**src/rtl/cla_wide_add_seq_pkg.sv**
```systemverilog
// Shared types and constants for the wide-add sequencer around the 16-bit CLA stage.
package cla_seq_pkg;

  localparam int CHUNK_W = 16;

  typedef enum logic [1:0] {
    IDLE,
    ISSUE,
    WAIT,
    DONE
  } state_t;

  // Counter width able to hold 0..n-1, never narrower than one bit.
  function automatic int cnt_w(input int n);
    return (n > 1) ? $clog2(n) : 1;
  endfunction

endpackage

```
**src/rtl/cla_wide_add_seq_if.sv**
```systemverilog
// Operand request and result response handshakes of the wide-add sequencer.
interface cla_wide_add_seq_if #(
  parameter int NCHUNK = 4
);
  import cla_seq_pkg::*;

  localparam int W = CHUNK_W * NCHUNK;

  logic         in_valid;
  logic         in_ready;
  logic [W-1:0] a;
  logic [W-1:0] b;
  logic         cin;
  logic         sub;

  logic         out_valid;
  logic         out_ready;
  logic [W-1:0] sum;
  logic         cout;
  logic         ovf;

  modport slave (
    input  in_valid, a, b, cin, sub, out_ready,
    output in_ready, out_valid, sum, cout, ovf
  );

  modport master (
    output in_valid, a, b, cin, sub, out_ready,
    input  in_ready, out_valid, sum, cout, ovf
  );

endinterface

```
**src/rtl/cla_wide_add_seq_chunk_sel.sv**
```systemverilog
// Picks one 16-bit chunk out of a wide operand; chunk 0 is the least significant.
module cla_chunk_sel
  import cla_seq_pkg::*;
#(
  parameter int NCHUNK = 4,
  parameter int IDX_W  = 2
) (
  input  logic [CHUNK_W*NCHUNK-1:0] word,
  input  logic [IDX_W-1:0]          idx,
  output logic [CHUNK_W-1:0]        chunk
);

  logic [NCHUNK-1:0][CHUNK_W-1:0] words;

  assign words = word;

  // Plain mux over the chunk view of the operand.
  always_comb begin
    chunk = words[idx];
  end

endmodule

```
**src/rtl/cla_wide_add_seq.sv**
```systemverilog
// Sequencer that drives a registered 16-bit CLA stage chunk by chunk, LSB first,
// chaining carries, and returns the wide sum, carry-out and signed overflow.
module cla_wide_add_seq
  import cla_seq_pkg::*;
#(
  parameter int NCHUNK  = 4,
  parameter int ADD_LAT = 2
) (
  input  logic                 clk,
  input  logic                 rst,
  cla_wide_add_seq_if.slave    bus,
  output logic [CHUNK_W-1:0]   add_in1,
  output logic [CHUNK_W-1:0]   add_in2,
  output logic                 add_cnet,
  input  logic [CHUNK_W-1:0]   add_out,
  input  logic                 add_c
);

  localparam int W      = CHUNK_W * NCHUNK;
  localparam int IDX_W  = cnt_w(NCHUNK);
  localparam int WCNT_W = cnt_w(ADD_LAT);
  localparam logic [IDX_W-1:0]  LAST_IDX  = IDX_W'(NCHUNK - 1);
  localparam logic [WCNT_W-1:0] WCNT_LOAD = WCNT_W'(ADD_LAT - 1);

  state_t                         state, state_nx;
  logic [W-1:0]                   a_q, a_nx;
  logic [W-1:0]                   beff_q, beff_nx;
  logic [NCHUNK-1:0][CHUNK_W-1:0] acc_q;
  logic [IDX_W-1:0]               idx_q, idx_nx;
  logic [WCNT_W-1:0]              wcnt_q;
  logic                           carry_q, carry_nx;
  logic                           accept, chunk_done;
  logic [CHUNK_W-1:0]             sel_a, sel_b;

  assign accept     = (state == IDLE) && bus.in_valid && bus.in_ready;
  assign chunk_done = (state == WAIT) && (wcnt_q == '0);

  // Adder operands are registered on the edge that enters ISSUE, so they are
  // selected from the next-cycle operand/index values.
  cla_chunk_sel #(.NCHUNK(NCHUNK), .IDX_W(IDX_W)) u_sel_a (
    .word (a_nx),
    .idx  (idx_nx),
    .chunk(sel_a)
  );

  cla_chunk_sel #(.NCHUNK(NCHUNK), .IDX_W(IDX_W)) u_sel_b (
    .word (beff_nx),
    .idx  (idx_nx),
    .chunk(sel_b)
  );

  // Next state plus next operand/carry/index values.
  always_comb begin
    state_nx = state;
    a_nx     = a_q;
    beff_nx  = beff_q;
    carry_nx = carry_q;
    idx_nx   = idx_q;
    case (state)
      IDLE: begin
        if (accept) begin
          state_nx = ISSUE;
          a_nx     = bus.a;
          beff_nx  = bus.sub ? ~bus.b : bus.b;
          carry_nx = bus.sub | bus.cin;
          idx_nx   = '0;
        end
      end
      ISSUE: state_nx = WAIT;
      WAIT: begin
        if (wcnt_q == '0) begin
          carry_nx = add_c;
          if (idx_q == LAST_IDX) begin
            state_nx = DONE;
          end else begin
            idx_nx   = idx_q + 1'b1;
            state_nx = ISSUE;
          end
        end
      end
      DONE: begin
        if (bus.out_valid && bus.out_ready) state_nx = IDLE;
      end
      default: state_nx = IDLE;
    endcase
  end

  // State register.
  always_ff @(posedge clk or negedge rst) begin
    if (!rst) state <= IDLE;
    else      state <= state_nx;
  end

  // Latched operands, carry chain, chunk index, adder wait counter and partial sum.
  always_ff @(posedge clk or negedge rst) begin
    if (!rst) begin
      a_q     <= '0;
      beff_q  <= '0;
      carry_q <= 1'b0;
      idx_q   <= '0;
      wcnt_q  <= '0;
      acc_q   <= '0;
    end else begin
      a_q     <= a_nx;
      beff_q  <= beff_nx;
      carry_q <= carry_nx;
      idx_q   <= idx_nx;
      if (state == ISSUE)                        wcnt_q <= WCNT_LOAD;
      else if (state == WAIT && wcnt_q != '0)    wcnt_q <= wcnt_q - 1'b1;
      if (chunk_done) acc_q[idx_q] <= add_out;
    end
  end

  // Adder inputs: loaded when entering ISSUE and held through WAIT.
  always_ff @(posedge clk or negedge rst) begin
    if (!rst) begin
      add_in1  <= '0;
      add_in2  <= '0;
      add_cnet <= 1'b0;
    end else if (state_nx == ISSUE) begin
      add_in1  <= sel_a;
      add_in2  <= sel_b;
      add_cnet <= carry_nx;
    end
  end

  // Handshake outputs; the result is registered on the first DONE cycle and
  // then held until the consumer takes it.
  always_ff @(posedge clk or negedge rst) begin
    if (!rst) begin
      bus.in_ready  <= 1'b0;
      bus.out_valid <= 1'b0;
      bus.sum       <= '0;
      bus.cout      <= 1'b0;
      bus.ovf       <= 1'b0;
    end else begin
      bus.in_ready <= (state_nx == IDLE);
      if (state == DONE && !bus.out_valid) begin
        bus.out_valid <= 1'b1;
        bus.sum       <= acc_q;
        bus.cout      <= carry_q;
        bus.ovf       <= (a_q[W-1] == beff_q[W-1]) &&
                         (acc_q[NCHUNK-1][CHUNK_W-1] != a_q[W-1]);
      end else if (bus.out_valid && bus.out_ready) begin
        bus.out_valid <= 1'b0;
      end
    end
  end

endmodule
```
**src/flat_wrapper.sv**
```systemverilog
// flat-port wrapper written by rule: the top's interface ports become plain ports
module cla_wide_add_seq_flat import cla_seq_pkg::*;
#(
  parameter int NCHUNK  = 4,
  parameter int ADD_LAT = 2
)
  (clk, rst, add_in1, add_in2, add_cnet, add_out, add_c, bus_in_valid, bus_a, bus_b, bus_cin, bus_sub, bus_out_ready, bus_in_ready, bus_out_valid, bus_sum, bus_cout, bus_ovf);
  cla_wide_add_seq_if #(.NCHUNK(NCHUNK)) bus_i ();
  input  logic clk;
  input  logic rst;
  output logic [CHUNK_W-1:0] add_in1;
  output logic [CHUNK_W-1:0] add_in2;
  output logic add_cnet;
  input  logic [CHUNK_W-1:0] add_out;
  input  logic add_c;
  input wire logic [$bits(bus_i.in_valid)-1:0] bus_in_valid;
  input wire logic [$bits(bus_i.a)-1:0] bus_a;
  input wire logic [$bits(bus_i.b)-1:0] bus_b;
  input wire logic [$bits(bus_i.cin)-1:0] bus_cin;
  input wire logic [$bits(bus_i.sub)-1:0] bus_sub;
  input wire logic [$bits(bus_i.out_ready)-1:0] bus_out_ready;
  output wire logic [$bits(bus_i.in_ready)-1:0] bus_in_ready;
  output wire logic [$bits(bus_i.out_valid)-1:0] bus_out_valid;
  output wire logic [$bits(bus_i.sum)-1:0] bus_sum;
  output wire logic [$bits(bus_i.cout)-1:0] bus_cout;
  output wire logic [$bits(bus_i.ovf)-1:0] bus_ovf;
  assign bus_i.in_valid = bus_in_valid;
  assign bus_i.a = bus_a;
  assign bus_i.b = bus_b;
  assign bus_i.cin = bus_cin;
  assign bus_i.sub = bus_sub;
  assign bus_i.out_ready = bus_out_ready;
  assign bus_in_ready = bus_i.in_ready;
  assign bus_out_valid = bus_i.out_valid;
  assign bus_sum = bus_i.sum;
  assign bus_cout = bus_i.cout;
  assign bus_ovf = bus_i.ovf;
  cla_wide_add_seq #(.NCHUNK(NCHUNK), .ADD_LAT(ADD_LAT)) u_core (.clk(clk), .rst(rst), .bus(bus_i), .add_in1(add_in1), .add_in2(add_in2), .add_cnet(add_cnet), .add_out(add_out), .add_c(add_c));
endmodule
```
**config.mk**
```make
export PLATFORM = sky130hd
export DESIGN_NAME = cla_wide_add_seq_flat
export DESIGN_NICKNAME = d
export VERILOG_FILES = /design/src/rtl/cla_wide_add_seq_pkg.sv /design/src/rtl/cla_wide_add_seq_if.sv /design/src/rtl/cla_wide_add_seq_chunk_sel.sv /design/src/rtl/cla_wide_add_seq.sv /design/src/flat_wrapper.sv
export SDC_FILE = /design/constraint.sdc
export NUM_CORES = 1
export LEC_CHECK = 0
export CAP_MARGIN = 15
export CORE_MARGIN = 3
export CORE_UTILIZATION = 51
export DETAILED_ROUTE_END_ITERATION = 10
export GPL_TIMING_DRIVEN = 0
export PLACE_DENSITY = 0.91
export SYNTH_ARGS = -nofsm -noshare
export SYNTH_HDL_FRONTEND = slang
export SYNTH_SLANG_ARGS = --single-unit
export TNS_END_PERCENT = 10
```
**constraint.sdc**
```tcl
create_clock -name clk -period 2.8 [get_ports clk]
set_input_delay 0.42 -clock clk [delete_from_list [all_inputs] [get_ports clk]]
set_output_delay 0.42 -clock clk [all_outputs]
set_load 0.005 [all_outputs]
```
==> run summary, run 1 <==
The antenna diode count is 0. The count of pins over their slew limit is 0. TritonCTS built the clock tree. In the final design database the tool counted 1,395 nets. Row generation in the floorplan step produced 55 rows. The flow ran to the end, and the final reports show no timing, DRC or antenna violations. The die span in y is 160.3 um.

On the critical path, the stage with the largest delay is an instance of sky130_fd_sc_hd__clkbuf_1. The category of the critical setup timing path is register to register. The via count of the first global-routing pass is 9,422. In the final layout, the share of cells above drive strength 1 is 22.80%. Clock tree synthesis found a total of 283 sinks. Of the synthesized area, sequential elements account for 58.35%. The number of buffers and inverters on the critical path came out at 4.

The instance count of the mapped netlist is 960. The worst relative slew slack came out at 37.37%. The net count after synthesis is 1,111. The critical path starts at u_core.state[0]$_DFF_PN0_. In the final routed layout, each cell accounts on average for 20.46 um. Data arrives at the worst endpoint at 3.10 ns. The static leakage power came out at 6.703 nW. The average size of a mapped cell is 12.64 um^2. The maximum buffer depth of the clock tree came out at 3. The delay of the slowest cell on the worst path came out at 0.49 ns. The width of the die is 160.3 um. The required arrival time at the worst endpoint is 3.19 ns. The violation count after the first detailed-routing iteration came out at 496.

The count of boundary I/O pins is 252. Post-CTS timing repair inserted 0 buffers for setup. After filler insertion, the fill cell instance count of the layout stands at 1,616. The register bit count reported by yosys came out at 283. The final setup violation count came out at 0. Dividing the detail-routed via count by the number of cells gives 5.545. The number of antenna violations at the first check in global routing came out at 0. The hold violation total from the final report is 0. The DRC violation count after routing came out at 0. The actual transition at the worst max-transition pin came out at 0.9360 ns. The post-CTS clock slew at the launch and capture registers of the worst setup and hold paths is 0.06 ns. The number of nets still failing antenna checks after routing is 0. The worst hold-check path type is input port to asynchronous set/reset pin.

Global routing used 24.79% of the available tracks across all layers. The count of input and output buffers came out at 250. The standard cell area after detailed placement is 15,090 um^2. The area enclosed by the die boundary is 25,680 um^2. The deepest level of the CTS H-tree is 1.

The most numerous cell type found on the critical path is sky130_fd_sc_hd__buf_2. STA classifies the critical path startpoint as a register. The worst register-to-register path begins at u_core.state[0]$_DFF_PN0_.

The largest net degree at the start of global routing is 122. The area occupied by registers is 7082 um^2. VDD sags by at most 0.5035 mV. The share of the cycle needed by the critical path after routing is 96.74%. The signal on the critical path passes through buf_2, and4bb_2, buf_2, buf_2, clkbuf_1, a21oi_1, mux2i_1, o221ai_1. Based on the critical path, the design can be clocked at up to 369.2 MHz. The worst setup timing slack at the placement stage came out at -0.2973 ns.

TritonCTS created 29 clock buffers. The critical-path maximum fanout came out at 10. The first-pass iteration count of the detailed router is 5. The effective utilization at floorplan came out at 52.80%. The wire length of the first global-routing pass is 50,700 um. The routed design has 32,240 um of wire. Relative to the synthesized area, the layout overhead comes to 32.00%. Setup repair after global routing could not meet its margin everywhere. In this run the clock root is driven by a sky130_fd_sc_hd__clkbuf_16.

The minimum clock period is 2.709 ns. The power density over cell area came out at 1163 nW/um^2. The clock arrives with 0.01076 ns of skew. The setup slack after layout came out at 0.09140 ns. The type of destination of the critical path is a register. The post-route standard cell area excluding fillers came out at 16,020 um^2. The core box area came out at 22,980 um^2.

The routed layout has 8,739 vias. Once detailed placement completed, the half-perimeter wirelength came to 23,020 um. Across the run, the number of max-cap violations was 0.

In this run, distinct cell masters in the synthesized netlist total 36. The area occupied by multi-input gates came out at 4738 um^2. The area of the mapped netlist is 12,140 um^2. The clock network latency to the later pin of the worst-skew pair is 0.54 ns. The cell family contributing the most delay on the critical path is buffers and inverters. The overflow left after global routing is 0. The synthesis warning total came out at 0. The global placement routability congestion is 0.8126.
stage by stage:
step / power, mW / util (%) / std cells / TNS (ns) / hold WS [ns]
final: 18.63 / 69.70 / 1576 / 0 / 0.3876
after detailed placement: 14.88 / 65.66 / 1525 / -11.86 / 0.3831
after global placement: 14.47 / 65.39 / 1523 / -2928.96 / 0.4604
after CTS: 18.70 / 69.68 / 1576 / 0 / 0.3875
after global routing: 19.68 / 69.70 / 1576 / -0.02165 / 0.4049
after floorplan: 11.55 / - / 960 / 0 / 0.1244
timing repair:
action | in CTS | in global routing
gates resized for setup | 0 | 3
endpoints found under the setup margin | 0 | 31
hold buffers | 1 | 0
endpoints found under the hold margin | 59 | 0
cells in the mapped netlist:
| cell type | count | area [um^2] |
|---|---|---|
| sky130_fd_sc_hd__nand2b_1 | 1 | 6.260 |
| sky130_fd_sc_hd__and4bb_2 | 1 | 12.51 |
| sky130_fd_sc_hd__xor2_1 | 17 | 148.9 |
| sky130_fd_sc_hd__inv_2 | 2 | 7.510 |
| sky130_fd_sc_hd__mux2_2 | 209 | 2354 |
| sky130_fd_sc_hd__inv_4 | 1 | 6.260 |
| sky130_fd_sc_hd__o21ai_0 | 23 | 115.1 |
| sky130_fd_sc_hd__nand3_1 | 4 | 20.02 |
| sky130_fd_sc_hd__nor2_1 | 71 | 266.5 |
| sky130_fd_sc_hd__buf_1 | 19 | 71.32 |
| sky130_fd_sc_hd__clkbuf_1 | 26 | 97.59 |
| sky130_fd_sc_hd__mux2_4 | 1 | 15.01 |
| sky130_fd_sc_hd__nand4_1 | 1 | 6.260 |
| sky130_fd_sc_hd__nor3_1 | 2 | 10.01 |
| sky130_fd_sc_hd__buf_6 | 3 | 33.78 |
| sky130_fd_sc_hd__a21oi_1 | 52 | 260.3 |
| sky130_fd_sc_hd__a31oi_1 | 1 | 6.260 |
| sky130_fd_sc_hd__buf_2 | 17 | 85.08 |
| sky130_fd_sc_hd__o221ai_1 | 16 | 140.1 |
| sky130_fd_sc_hd__nor3b_1 | 1 | 7.510 |
| sky130_fd_sc_hd__o211ai_1 | 16 | 120.1 |
| sky130_fd_sc_hd__a21o_1 | 16 | 120.1 |
| sky130_fd_sc_hd__xnor2_1 | 48 | 420.4 |
| sky130_fd_sc_hd__o21ai_1 | 2 | 10.01 |
| sky130_fd_sc_hd__or3_1 | 1 | 6.260 |
| sky130_fd_sc_hd__a221o_1 | 16 | 160.2 |
| sky130_fd_sc_hd__dfrtp_1 | 283 | 7082 |
| sky130_fd_sc_hd__and2_1 | 1 | 6.260 |
| sky130_fd_sc_hd__nand2_1 | 86 | 322.8 |
| sky130_fd_sc_hd__o221ai_2 | 1 | 15.01 |
| sky130_fd_sc_hd__nor3_2 | 1 | 10.01 |
| sky130_fd_sc_hd__o31ai_1 | 1 | 7.510 |
| sky130_fd_sc_hd__or4_4 | 1 | 11.26 |
| sky130_fd_sc_hd__mux2i_1 | 16 | 160.2 |
| sky130_fd_sc_hd__buf_4 | 1 | 7.510 |
| sky130_fd_sc_hd__inv_1 | 2 | 7.510 |
cells by family (layout without fill, tap and decap cells):
group | count (synthesis) | after routing | share of synthesized area (%)
simple gates | 171 | 171 | 5.650
flops | 283 | 283 | 58.35
mux | 226 | 226 | 20.84
buf+inv | 71 | 374 | 2.608
xor+xnor | 65 | 65 | 4.691
compound gates | 144 | 144 | 7.866
flip-flops by register name (all words and copies together), names as in the netlist:
register              cells
u_core.acc_q             64
u_core.bus.in_ready       1
u_core.bus.ovf            1
u_core.state              2
u_core.bus.out_valid      1
u_core.a_q               48
u_core.beff_q            64
u_core.idx_q              2
u_core.add_in1           16
u_core.carry_q            1
u_core.wcnt_q             1
u_core.bus.cout           1
u_core.bus.sum           64
u_core.add_cnet           1
u_core.add_in2           16
placed cells by master (no fill, tap or decap), drive strengths merged:
cell             n
a21o            16
a21oi           52
a221o           16
a31oi            1
and2             1
and4bb           1
buf             40
bufinv           2
clkbuf          68
clkdlybuf4s50  249
clkinv           6
clkinvlp         3
dfrtp          283
dlygate4sd3      1
inv              5
mux2           210
mux2i           16
nand2           86
nand2b           1
nand3            4
nand4            1
nor2            71
nor3             3
nor3b            1
o211ai          16
o21ai           25
o221ai          17
o31ai            1
or3              1
or4              1
xnor2           48
xor2            17
where the power goes:
part           total (mW)  switching, mW  internal (mW)
clock                3.74           1.56           2.18
sequential           7.16           1.00           6.16
combinational        7.72           3.48           4.25
metal layers:
metal,GRT usage (%),wire length [um]
met3,4.488,2015
met4,8.008,1003
met5,0,0
met2,41.85,15800
met1,32.70,13420
final cells by class:
type / count / share of cell area, %
Buffer: 66 / 1.867
Clock buffer: 39 / 5.014
Clock inverter: 11 / 0.7029
Inverter: 5 / 0.1328
Multi-Input combinational cell: 606 / 29.58
Sequential cell: 283 / 44.20
Tap cell: 313 / 2.445
Timing Repair Buffer: 253 / 16.06
worst paths after layout:
kind | endpoint | slack [ns] | cells past startpoint
max | u_core.add_in2[10]$_DFFE_PN0N_ | 0.09 | 8
min | u_core.add_in2[7]$_DFFE_PN0N_ | 0.39 | 2
max reg2reg | u_core.add_in2[10]$_DFFE_PN0N_ | 0.09 | 8
min reg2reg | u_core.beff_q[4]$_DFF_PN0_ | 0.48 | 2
max in group asynchronous | u_core.a_q[32]$_DFF_PN0_ | 1.48 | 3
min in group clk | u_core.beff_q[51]$_DFF_PN0_ | 0.41 | 3
worst reg2reg max path, delay by kind of cell, from the launching register on:
family | cells | cell delay, ns
DFF | 1 | 0.35
and+or+nand+nor | 1 | 0.36
AOI/OAI and AO/OA | 2 | 0.32
muxes | 1 | 0.32
buffers and inverters | 4 | 1.21
(Power assumes the default switching activity.)
==> run 2: changes to the inputs <==
CORE_MARGIN = 2   (was 3)
==> run 2 against run 1 <==
Against the previous run: count of clock-buffer cells in the layout is 2 lower; flip-flop and latch count stayed put; sequential power hardly changed; setup slack better by 0.055 ns; global-route usage is 0.77 points higher; largest cell class unchanged; total power is 1.2% higher; final cell count is 0.63% higher; non-clock buffer count stayed put; clock power is 6.1% higher.
==> run summary, run 2 (synthesis results as in run 1) <==
The run finished with clean final reports. Setup violations remaining at the end of the flow were counted as 0. Summed over all cells, the static leakage comes to 6.744 nW. For this block, the initial DRC count from the detailed router was 624.

The cell depth of the worst hold path is 3. Adding up every negative setup slack in the final design gives 0 ns. The critical path data arrival time is 3.11 ns. In the global route stage, overall resource usage came out at 25.56%. In this run the tool buffered the top-level ports with 250 buffer cells. The total via count in the routed design is 8,711. The effective utilization at floorplan is 51.86%. The total wire length after detailed routing is 31,840 um.

In the final layout, the registers with the most flip-flops are u_core.acc_q: 64 flops, u_core.beff_q: 64 flops, u_core.bus.sum: 64 flops. The die span in y came out at 158.3 um. The worst IR drop on VDD came out at 0.5766 mV. The number of nets still failing antenna checks after routing came out at 0. After the last flow step, the layout net total stands at 1,395.

The via count of the first global-routing pass came to 9,119. The wire length of the first global-routing pass came out at 49,270 um. The largest net degree at the start of global routing is 121. The cell row count came out at 56.

For the pin with the worst max-slew slack, the measured transition is 0.9133 ns. The layout overhead on the synthesized area came out at 32.69%. Detailed placement ended at an HPWL of 22,450 um. The number of buffers inserted during clock tree synthesis came out at 29. The number of fill cells came out at 1,621. Before CTS, the worst setup slack after placement is -0.2789 ns. The global placement routability congestion is 0.8519. The first-pass iteration count of the detailed router came out at 5. Leaving out fill and tap cells, the most frequent cells in the layout are sky130_fd_sc_hd__dfrtp_1, sky130_fd_sc_hd__clkdlybuf4s50_1, sky130_fd_sc_hd__mux2_2.

The share of the cycle needed by the critical path after routing is 94.78%. The hold violation total from the final report is 0. The clock network latency to the later pin of the worst-skew pair came out at 0.55 ns.

The final worst hold slack came out at 0.3764 ns. Max-cap violations in this run came to 0. The proportion of layout cells with a drive suffix above 1 is 23.16%. In this run the tightest slew margin relative to its limit is 38.64%. The width of the die came out at 158.3 um.

In the routed layout, each cell is associated on average with a via count of 5.492. CTS built an H-tree with a depth of 1. By startpoint and endpoint, the worst setup path is classified as register to register. TritonCTS built the clock tree. The core box area came out at 23,400 um^2. The worst setup path is launched from a register.

The area enclosed by the die boundary is 25,050 um^2. The logic depth of the worst register-to-register path is 8. The required arrival time at the worst endpoint is 3.25 ns.

The number of antenna violations at the first check in global routing is 2. The minimum clock period is 2.654 ns. The DRC violation count after routing is 0. The worst hold-check path type is input port to register.

The buffer cell driving the clock tree root is sky130_fd_sc_hd__clkbuf_16. For this design the ratio of total power to cell area is 1170 nW/um^2. The final standard cell count with taps included and fillers excluded came out at 1,586. Setup repair after global routing left no endpoint under its margin. The maximum clock skew at final layout came out at 0.008623 ns. The library cell used most frequently in the layout, excluding fill and tap cells, is sky130_fd_sc_hd__dfrtp_1.

The average detailed-routed wire length per instance came out at 20.08 um. The maximum buffer depth of the clock tree came out at 3. The worst setup path is captured at a register. The post-CTS clock slew at the launch and capture registers of the worst setup and hold paths came out at 0.07 ns. For this design, the sink count on the clock tree is 283.

In this run, placement finished with an instance count of 1,531. For this design the top-level I/O count stands at 252. The overflow left after global routing is 0. Of all nets on the critical path, the largest fanout is 10.

The count of pins over their slew limit is 0. For this run, the top clock speed supported by timing is 376.8 MHz. After layout, the worst setup slack is 0.1462 ns.
==> run 2: cell types whose count changed in the layout (fill, tap and decap cells not counted), sizes merged <==
cell      delta
clkbuf       -1
bufinv       +2
clkinv       +1
buf          -1
clkinvlp     -1
inv          +2
diode        +2
==> run 2: cell type report <==
class | count | area, um^2 | share of cell area (%)
Multi-Input combinational cell | 606 | 4738 | 29.42
Clock inverter | 15 | 187.7 | 1.165
Sequential cell | 283 | 7082 | 43.97
Tap cell | 319 | 399.1 | 2.478
Buffer | 66 | 302.8 | 1.880
Inverter | 5 | 21.27 | 0.1321
Timing Repair Buffer | 253 | 2572 | 15.97
Antenna cell | 2 | 5.005 | 0.03108
Clock buffer | 37 | 795.8 | 4.941
==> run 2: worst paths after layout <==
check	startpoint	slack, ns	endpoint
hold / removal	bus_sub	0.38	u_core.beff_q[54]$_DFF_PN0_
setup / recovery	u_core.state[0]$_DFF_PN0_	0.15	u_core.add_in2[9]$_DFFE_PN0N_
min in group asynchronous	rst	0.41	u_core.acc_q[50]$_DFFE_PN0P_
max in group asynchronous	rst	1.40	u_core.add_in2[5]$_DFFE_PN0N_
setup reg to reg	u_core.state[0]$_DFF_PN0_	0.15	u_core.add_in2[9]$_DFFE_PN0N_
hold reg to reg	u_core.beff_q[1]$_DFF_PN0_	0.48	u_core.beff_q[1]$_DFF_PN0_
==> run 2: per-stage QoR <==
step / instance area [um^2] / util [%] / total power [mW]
after global routing: 16100 / 68.80 / 19.92
after detailed placement: 15100 / 64.52 / 14.83
after CTS: 16090 / 68.76 / 18.90
after floorplan: 12140 / - / 11.55
after global placement: 15040 / 64.26 / 14.45
final: 16100 / 68.81 / 18.84
==> run 2: where the power goes <==
part / switching [mW] / internal [mW]
clock network: 1.60 / 2.37
registers: 0.990 / 6.16
logic: 3.47 / 4.25
==> run 2: metal layers <==
layer  global-route usage [%]  vias to the layer above  wire, um
li1                         -                     3930         -
met1                    33.55                     4329     12910
met2                    42.82                      385     15610
met3                    5.335                       67      2394
met4                    8.151                        0       930
met5                        0                        -         0
==> run 2: timing repair <==
item	4_1_cts	5_1_grt
setup buffers	0	0
hold buffers	1	0
hold endpoints to repair	72	0
gates resized for setup	0	6
setup endpoints to repair	0	53
==> run 2: critical path: stages (launching register included) <==
cell                       delay [ns]
sky130_fd_sc_hd__dfrtp_1         0.31
sky130_fd_sc_hd__buf_2           0.19
sky130_fd_sc_hd__and4bb_2        0.29
sky130_fd_sc_hd__clkbuf_4        0.22
sky130_fd_sc_hd__buf_2           0.21
sky130_fd_sc_hd__o21ai_1         0.55
sky130_fd_sc_hd__clkbuf_1        0.53
sky130_fd_sc_hd__nand2_1         0.14
sky130_fd_sc_hd__o221ai_1        0.11
==> run 3: changes to the inputs <==
REMOVE_ABC_BUFFERS = 1   (was default)
==> run 3 against run 2 <==
Against the previous run: total power is 0.86% lower; sequential share of layout area hardly changed; clock skew is 0.0041 ns higher; non-clock buffer count is 49 lower; setup slack worse by 0.045 ns.
==> run summary, run 3 (synthesis results as in run 1) <==
The width of the die came out at 158.3 um. The core box area came out at 23,400 um^2. The end-of-flow core utilization is 68.88%. In this run, CTS created clock tree buffers numbering 29.

The cell row count came out at 56. The CTS tree is done. The wire length of the first global-routing pass is 48,490 um. For this run, design rule violations remaining after detail routing come to 0.

The power density over cell area is 1159 nW/um^2. The share of the cycle needed by the critical path after routing is 96.38%. The post-CTS clock slew at the launch and capture registers of the worst setup and hold paths is 0.06 ns. The proportion of layout cells with a drive suffix above 1 is 24.22%. The average detailed-routed wire length per instance is 20.40 um. In the layout the commonest cells are sky130_fd_sc_hd__dfrtp_1, sky130_fd_sc_hd__clkdlybuf4s50_1, sky130_fd_sc_hd__mux2_2. The reported max-cap violation count is 0.

The number of placed instances, taps included, is 1,477. The total wire length after detailed routing is 31,430 um. The largest net degree at the start of global routing is 103.

The via count normalized by instance count is 5.498. The global placement routability congestion is 0.7985. The hold violation total from the final report is 0. The static leakage power came out at 6.696 nW. Global routing used 24.92% of the available tracks across all layers.

The critical path in this run is classified as register to register. The die covers 25,050 um^2. The count of boundary I/O pins is 252.

Leaving out fill and tap cells, the most frequent cell in the layout is sky130_fd_sc_hd__dfrtp_1. STA classifies the critical path endpoint as a register. The worst setup path is launched from a register. Clock latency on the worst-skew pair, taken at its later pin, is 0.54 ns. The power after layout is 18.68 mW. The number of antenna violations at the first check in global routing came out at 2. The via count of the first global-routing pass came out at 8,925.

The die span in y is 158.3 um. The deepest level of the CTS H-tree is 1. The worst hold-check path type is input port to register. The first-pass iteration count of the detailed router is 5. The first routing iteration left 449 violations. CTS placed an instance of sky130_fd_sc_hd__clkbuf_16 at the clock tree root. Setup repair after global routing left no endpoint under its margin.

Summed over all layers, the global routing overflow is 0. The area growth from synthesis to layout is 32.81%. The largest registers in the layout are u_core.acc_q: 64 flops, u_core.beff_q: 64 flops, u_core.bus.sum: 64 flops. The maximum clock skew at final layout is 0.01271 ns. The worst path in the final design needs a cycle of 2.699 ns, including I/O delays and setup. The run finished with clean final reports. The actual transition at the worst max-transition pin came out at 1.111 ns. The final standard cell count with taps included and fillers excluded came out at 1,541.

The HPWL after detailed placement is 19,840 um. The count of pins over their slew limit is 0. Setup violations remaining at the end of the flow were counted as 0. The standard cell area after detailed placement is 15,120 um^2. The number of nets still failing antenna checks after routing came out at 0. The required arrival time at the worst endpoint is 3.22 ns.

Data on the critical path arrives at its endpoint at 3.12 ns. The total via count in the routed design is 8,473. The worst relative slew slack came out at 25.69%. The maximum achievable frequency came out at 370.6 MHz.

The count of input and output buffers is 251. The number of clock sinks is 283. Across the VDD grid, the largest voltage drop is 0.5042 mV. The effective utilization at floorplan is 51.86%. For this run, the post-layout net count is 1,349. The critical-path maximum fanout came out at 21. The maximum buffer depth of the clock tree is 3.

The post-route standard cell area excluding fillers came out at 16,120 um^2.
## run 3: layout make-up
class / count / area (um^2)
Inverter: 5 / 27.53
Fill cell: 1652 / 7283
Clock inverter: 14 / 80.08
Sequential cell: 283 / 7088
Timing Repair Buffer: 270 / 2904
Antenna cell: 4 / 10.01
Clock buffer: 37 / 785.8
Multi-Input combinational cell: 608 / 4820
Tap cell: 319 / 399.1
Timing Repair inverter: 1 / 5.005
## run 3: repair_timing
item / 4_1_cts / 5_1_grt
buffers inserted: 3 / 1
endpoints found under the setup margin: 138 / 4
pin swaps: 1 / 0
gates cloned: 4 / 0
resized for setup: 6 / 0
hold endpoints to repair: 86 / 0
hold buffers: 1 / 0
## run 3: worst paths after layout
| check | from | end | slack [ns] | cells after the start |
|---|---|---|---|---|
| hold reg to reg | u_core.beff_q[6]$_DFF_PN0_ | u_core.beff_q[6]$_DFF_PN0_ | 0.48 | 2 |
| min in group asynchronous | rst | u_core.bus.sum[49]$_DFFE_PN0P_ | 0.49 | 2 |
| hold / removal | bus_sub | u_core.beff_q[21]$_DFF_PN0_ | 0.39 | 3 |
| setup reg to reg | u_core.idx_q[1]$_DFF_PN0_ | u_core.add_in1[3]$_DFFE_PN0N_ | 0.10 | 6 |
| max in group asynchronous | rst | u_core.beff_q[53]$_DFF_PN0_ | 1.00 | 4 |
| setup / recovery | u_core.idx_q[1]$_DFF_PN0_ | u_core.add_in1[3]$_DFFE_PN0N_ | 0.10 | 6 |
## run 3: where the power goes
group / leakage (nW) / switching, mW / internal (mW)
sequential: 3.35 / 1.14 / 6.17
combinational: 2.91 / 3.38 / 4.44
clock: 0.437 / 1.58 / 1.98
## run 3: metal layers
layer	vias up	track usage [%]	routed length (um)
li1	3841	-	-
met3	73	3.185	1480
met4	0	9.953	1136
met5	-	0	0
met2	278	42.96	15940
met1	4281	32.17	12870
## run 3: critical path: stages (launching register included)
cell and delay, ns:
sky130_fd_sc_hd__dfrtp_1 0.49, sky130_fd_sc_hd__nand2b_1 0.25, sky130_fd_sc_hd__or4_4 0.62, sky130_fd_sc_hd__o221ai_4 0.30
sky130_fd_sc_hd__buf_16 0.25, sky130_fd_sc_hd__mux2_2 0.35, sky130_fd_sc_hd__a221o_1 0.32
## run 3: metrics by stage
stage / TNS (ns) / hold slack (ns) / worst slack, ns
after CTS: 0 / 0.3670 / 0.05569
after detailed placement: -45.09 / 0.4537 / -1.026
after global routing: 0 / 0.3832 / 0.02836
after floorplan: -192.00 / 0.1244 / -2.247
after global placement: -3516.51 / 0.4592 / -10.49
final: 0 / 0.3916 / 0.1014
